[src/rtl/regfile_streamer_if.sv]
// Regfile bus plus dump/load valid/ready streams for regfile_streamer.
// master = the streamer, slave = regfile / stream endpoints.
interface regfile_streamer_if #(
    parameter int unsigned DATA_W = 32,
    parameter int unsigned ADDR_W = 5
);
    logic [ADDR_W-1:0] rf_addr;
    logic [DATA_W-1:0] rf_wdata;
    logic              rf_we_;
    logic [DATA_W-1:0] rf_rdata;
    logic [DATA_W-1:0] s_data;
    logic              s_valid;
    logic              s_ready;
    logic [DATA_W-1:0] l_data;
    logic              l_valid;
    logic              l_ready;

    modport master (
        output rf_addr, rf_wdata, rf_we_, s_data, s_valid, l_ready,
        input  rf_rdata, s_ready, l_data, l_valid
    );

    modport slave (
        input  rf_addr, rf_wdata, rf_we_, s_data, s_valid, l_ready,
        output rf_rdata, s_ready, l_data, l_valid
    );
endinterface

[src/rtl/regfile_streamer.sv]
// Sequencing master for the single-port regfile: DUMP streams words 0..DATA_D-1 out,
// LOAD writes DATA_D streamed words in. Optional checksum output under `RF_CSUM_EN.
module regfile_streamer #(
    parameter int unsigned DATA_W = 32,
    parameter int unsigned ADDR_W = 5,
    parameter int unsigned DATA_D = 32
) (
    input  logic              clk,
    input  logic              reset_,
    input  logic              start_dump_,
    input  logic              start_load_,
    output logic              busy,
    output logic              done,
`ifdef RF_CSUM_EN
    output logic [DATA_W-1:0] csum,
`endif
    regfile_streamer_if.master bus
);
    typedef enum logic [1:0] {IDLE, DUMP, LOAD, DONE} state_t;

    localparam logic [ADDR_W-1:0] LAST_IDX = ADDR_W'(DATA_D - 1);

    state_t            state, state_nxt;
    logic [ADDR_W-1:0] idx;
    logic              beat;
    logic              start;

    always_ff @(posedge clk) begin
        if (!reset_) begin
            state <= IDLE;
            idx   <= '0;
        end else begin
            state <= state_nxt;
            if (start)
                idx <= '0;
            else if (beat && idx != LAST_IDX)
                idx <= idx + 1'b1;
        end
    end

    always_comb begin
        state_nxt    = state;
        busy         = 1'b0;
        done         = 1'b0;
        beat         = 1'b0;
        start        = 1'b0;
        bus.rf_addr  = '0;
        bus.rf_wdata = bus.l_data;
        bus.rf_we_   = 1'b1;
        bus.s_data   = bus.rf_rdata;
        bus.s_valid  = 1'b0;
        bus.l_ready  = 1'b0;
        case (state)
            IDLE: begin
                // Dump has priority when both requests arrive together.
                if (!start_dump_) begin
                    state_nxt = DUMP;
                    start     = 1'b1;
                end else if (!start_load_) begin
                    state_nxt = LOAD;
                    start     = 1'b1;
                end
            end
            DUMP: begin
                busy        = 1'b1;
                bus.rf_addr = idx;
                bus.s_valid = 1'b1;
                beat        = bus.s_ready;
                if (beat && idx == LAST_IDX)
                    state_nxt = DONE;
            end
            LOAD: begin
                busy        = 1'b1;
                bus.rf_addr = idx;
                bus.l_ready = 1'b1;
                bus.rf_we_  = ~bus.l_valid;
                beat        = bus.l_valid;
                if (beat && idx == LAST_IDX)
                    state_nxt = DONE;
            end
            DONE: begin
                busy      = 1'b1;
                done      = 1'b1;
                state_nxt = IDLE;
            end
            default: state_nxt = IDLE;
        endcase
    end

`ifdef RF_CSUM_EN
    logic [DATA_W-1:0] word;

    assign word = (state == LOAD) ? bus.l_data : bus.s_data;

    always_ff @(posedge clk) begin
        if (!reset_)
            csum <= '0;
        else if (start)
            csum <= '0;
        else if (beat)
            csum <= csum + word;
    end
`endif
endmodule
[src/flat_wrapper.sv]
// flat-port wrapper written by rule: the top's interface ports become plain ports
module regfile_streamer_flat 
#(
    parameter int unsigned DATA_W = 32,
    parameter int unsigned ADDR_W = 5,
    parameter int unsigned DATA_D = 32
)
  (clk, reset_, start_dump_, start_load_, busy, done, bus_rf_addr, bus_rf_wdata, bus_rf_we_, bus_s_data, bus_s_valid, bus_l_ready, bus_rf_rdata, bus_s_ready, bus_l_data, bus_l_valid);
  regfile_streamer_if #(.DATA_W(DATA_W), .ADDR_W(ADDR_W)) bus_i ();
  input  logic clk;
  input  logic reset_;
  input  logic start_dump_;
  input  logic start_load_;
  output logic busy;
  output logic done;
  output wire logic [$bits(bus_i.rf_addr)-1:0] bus_rf_addr;
  output wire logic [$bits(bus_i.rf_wdata)-1:0] bus_rf_wdata;
  output wire logic [$bits(bus_i.rf_we_)-1:0] bus_rf_we_;
  output wire logic [$bits(bus_i.s_data)-1:0] bus_s_data;
  output wire logic [$bits(bus_i.s_valid)-1:0] bus_s_valid;
  output wire logic [$bits(bus_i.l_ready)-1:0] bus_l_ready;
  input wire logic [$bits(bus_i.rf_rdata)-1:0] bus_rf_rdata;
  input wire logic [$bits(bus_i.s_ready)-1:0] bus_s_ready;
  input wire logic [$bits(bus_i.l_data)-1:0] bus_l_data;
  input wire logic [$bits(bus_i.l_valid)-1:0] bus_l_valid;
  assign bus_rf_addr = bus_i.rf_addr;
  assign bus_rf_wdata = bus_i.rf_wdata;
  assign bus_rf_we_ = bus_i.rf_we_;
  assign bus_s_data = bus_i.s_data;
  assign bus_s_valid = bus_i.s_valid;
  assign bus_l_ready = bus_i.l_ready;
  assign bus_i.rf_rdata = bus_rf_rdata;
  assign bus_i.s_ready = bus_s_ready;
  assign bus_i.l_data = bus_l_data;
  assign bus_i.l_valid = bus_l_valid;
  regfile_streamer #(.DATA_W(DATA_W), .ADDR_W(ADDR_W), .DATA_D(DATA_D)) u_core (.clk(clk), .reset_(reset_), .start_dump_(start_dump_), .start_load_(start_load_), .busy(busy), .done(done), .bus(bus_i));
endmodule
[config.mk]
export PLATFORM = sky130hd
export DESIGN_NAME = regfile_streamer_flat
export DESIGN_NICKNAME = d
export VERILOG_FILES = /design/src/rtl/regfile_streamer_if.sv /design/src/rtl/regfile_streamer.sv /design/src/flat_wrapper.sv
export SDC_FILE = /design/constraint.sdc
export NUM_CORES = 1
export LEC_CHECK = 0
export CAP_MARGIN = 20
export CORE_MARGIN = 2
export CORE_UTILIZATION = 23
export CTS_CLUSTER_SIZE = 28
export DETAILED_ROUTE_END_ITERATION = 10
export GPL_ROUTABILITY_DRIVEN = 0
export MAX_ROUTING_LAYER = met4
export PLACE_DENSITY = 0.9
export SYNTH_ARGS = -nofsm -noshare
export SYNTH_HDL_FRONTEND = slang
export SYNTH_SLANG_ARGS = --single-unit
[constraint.sdc]
create_clock -name clk -period 2.4 [get_ports clk]
set_clock_uncertainty 0.15 [all_clocks]
set_input_delay 0.24 -clock clk [delete_from_list [all_inputs] [get_ports clk]]
set_output_delay 0.24 -clock clk [all_outputs]
set_load 0.05 [all_outputs]
==> metrics.txt <==
Post-synth ARST share=0%; MaxCap Viol Count=0; die height=between 60 and 70 um; Synth Area in Compound Gates=12.9%; Fmax=0.448 GHz; Hold Path Sink=bus_rf_wdata[23]; effective utilization at floorplan=between 20% and 30%; WL per Instance=around 13 um; post-route clock period utilization=around 93%; adder-cell share of the synthesized area=between 7 and 8%; Total Power=roughly 880 uW; status=completed; I/O pin cnt=around 140; crit path launch type=register; area share of xor/xnor cells in the synthesized design=0%; number of gates resized after cts=0; vias per inst=about 4.3; R2R cell count=6; Cell Area, Synth=slightly below 1000 um^2; top cell type's share of synthesized area=around half; Total Wirelength=1640 um; Setup TNS Final=0 ns; hold_sp=bus_l_data[23]; share of the yosys chip area belonging to registers=between 10 and 15%; DP HPWL=approximately 1200 um; DP Worst Slack=between 0.3 and 0.4 ns; CTS Hold Bufs=0; Post-Syn Nets=roughly 200; Mapped Cells=about 120; commonest non-fill, non-tap cell in the layout=clkdlybuf4s50_1; Iteration-0 DRC Markers=31; layout overhead on the synthesized area=-24.2%; Final Max Slew Viols=0; mux cell area share after synthesis=0%; core area=around 4000 um^2; first-pass detailed-route iteration total=4; Leak Pwr=0.282 nW; relative slew slack=57.3%; top cells by area, synth=buf_4 (50%), dfxtp_1 (14%), ha_1 (7.8%), and2_1 (3.9%), a21oi_1 (2.6%); final net count=155; main combinational cell family by area after synthesis=buffers and inverters; endpoints failing hold=0; worst hold stages=0; Power Density=between 1000 and 1500 nW/um^2; H-tree depth=1; Synth area leader=buf_4; endpoints failing setup=0; WS Path Type=register to output port; flops & latches, synth=7; reg-to-reg endpoint=u_core.idx[3]; CP required=2.01 ns; Max FO, Critical Path=5; vias in the first global route=532; GR Overflow Total=0; first-pass GRT wire length=2370 um; CTS tree=built; clk_lat worst skew=0.23 ns; initial antenna violation count=0; Site Rows=23; CP arrival=around 1.8 ns; minimum clock period=~2.2 ns; ys flop type=dfxtp_1; layout cells sized above 1=14.1%; Reg clk slew, reported paths=around 0.04 ns; Setup WS post-layout=0.170 ns; unrepaired setup endpoints after global routing=false; post-synth cell types=23; gr usage total=a little over 7%; Yosys warnings=0; Core Util, Final=18.2%; number of diodes=0; Sink Count=7; Clock Path Buffers=2; EDFF count, synth=0; Avg Inst Size Synth=about 8 um^2; R2R Setup Slk=approximately 0.28 ns; Peak VDD IR=about 0.27 mV; Die ar.=approximately 4700 um^2; Remaining DRCs=0; Root Driver=clkbuf_8; count of buffers from port buffering=15; min-delay worst type=primary input to output port; cts bufs inserted=3; Worst-Margin Slew=about 0.63 ns; Post-Synth Simple-Gate Area=approximately an eighth; reg2reg start=u_core.idx[0]; pin count of the biggest net entering global routing=10; post-CTS setup buffer count=0; detailed-route via count=about 560; most frequent cells in the layout=clkdlybuf4s50_1 (10), dfxtp_1 (7), and2_1 (6), ha_1 (6); tightest hold margin=between 0.3 and 0.4 ns; die width=roughly 70 um; Crit. End Element=output port; Final ANT Viol Nets=0
worst max path at each step:
stage | from | end | slack (ns) | cells past startpoint
global placement | u_core.idx[0] | u_core.idx[3] | 0.38 | 6
floorplan | u_core.state[0] | u_core.idx[3] | 0.33 | 5
global route | u_core.state[0] | bus_rf_we_ | 0.07 | 4
finish | u_core.state[0] | busy | 0.17 | 4
CTS | u_core.state[0] | busy | 0.16 | 4
detailed placement | u_core.idx[0] | u_core.idx[3] | 0.34 | 6
worst max-delay path, stage by stage (launching register included):
cell	delay, ns
dfxtp_1	0.38
inv_1	0.08
ha_1	0.26
inv_1	0.09
clkdlybuf4s50_1	0.80
flip-flops by register name, indices dropped and copies added, names as in the netlist:
signal	flops
u_core.idx	5
u_core.state	2
stage by stage:
step	std cells	instance area, um^2
4_1_cts	128	733
6_report	128	733
5_1_grt	128	733
3_3_place_gp	124	687
2_1_floorplan	123	967
3_5_place_dp	124	687
cell usage after synthesis, types with 2 or more instances:
master,instances
dfxtp_1,7
and2_1,6
nand3_1,4
o211ai_1,2
buf_4,64
o31ai_1,2
a21oi_1,5
or4_1,2
nand2b_1,2
nand2_1,3
inv_1,5
ha_1,6
o21ai_0,5
layout make-up:
cell class	count	area, um^2
well taps	50	62.6
inverters	5	18.8
clock inverters	1	5.00
clock buffers	3	41.3
flip-flops and latches	7	140
fillers	457	3300
repair buffers	15	138
multi-input cells	47	328
metal layers:
metal  up-vias  part of all wire [%]  GRT usage [%]
li1        254                     -              -
met1       237                    37           6.83
met2        39                    42           9.01
met3        26                    13           3.73
met4         0                   8.4           10.0
met5         -                     0              -
logic make-up (layout without fill, tap and decap cells):
kind of cell | after synthesis | after routing
buf+inv | 69 | 24
flops | 7 | 7
compound gates | 19 | 19
fa+ha+maj | 6 | 6
simple gates | 22 | 22
report_power, final:
group	total (mW)	leakage, nW	switching [mW]	internal, mW
Combinational	0.551	0.199	0.365	0.186
Sequential	0.158	0.0568	0.0221	0.136
Clock	0.166	0.0255	0.0535	0.113
Power figures use the tool's default switching activity.
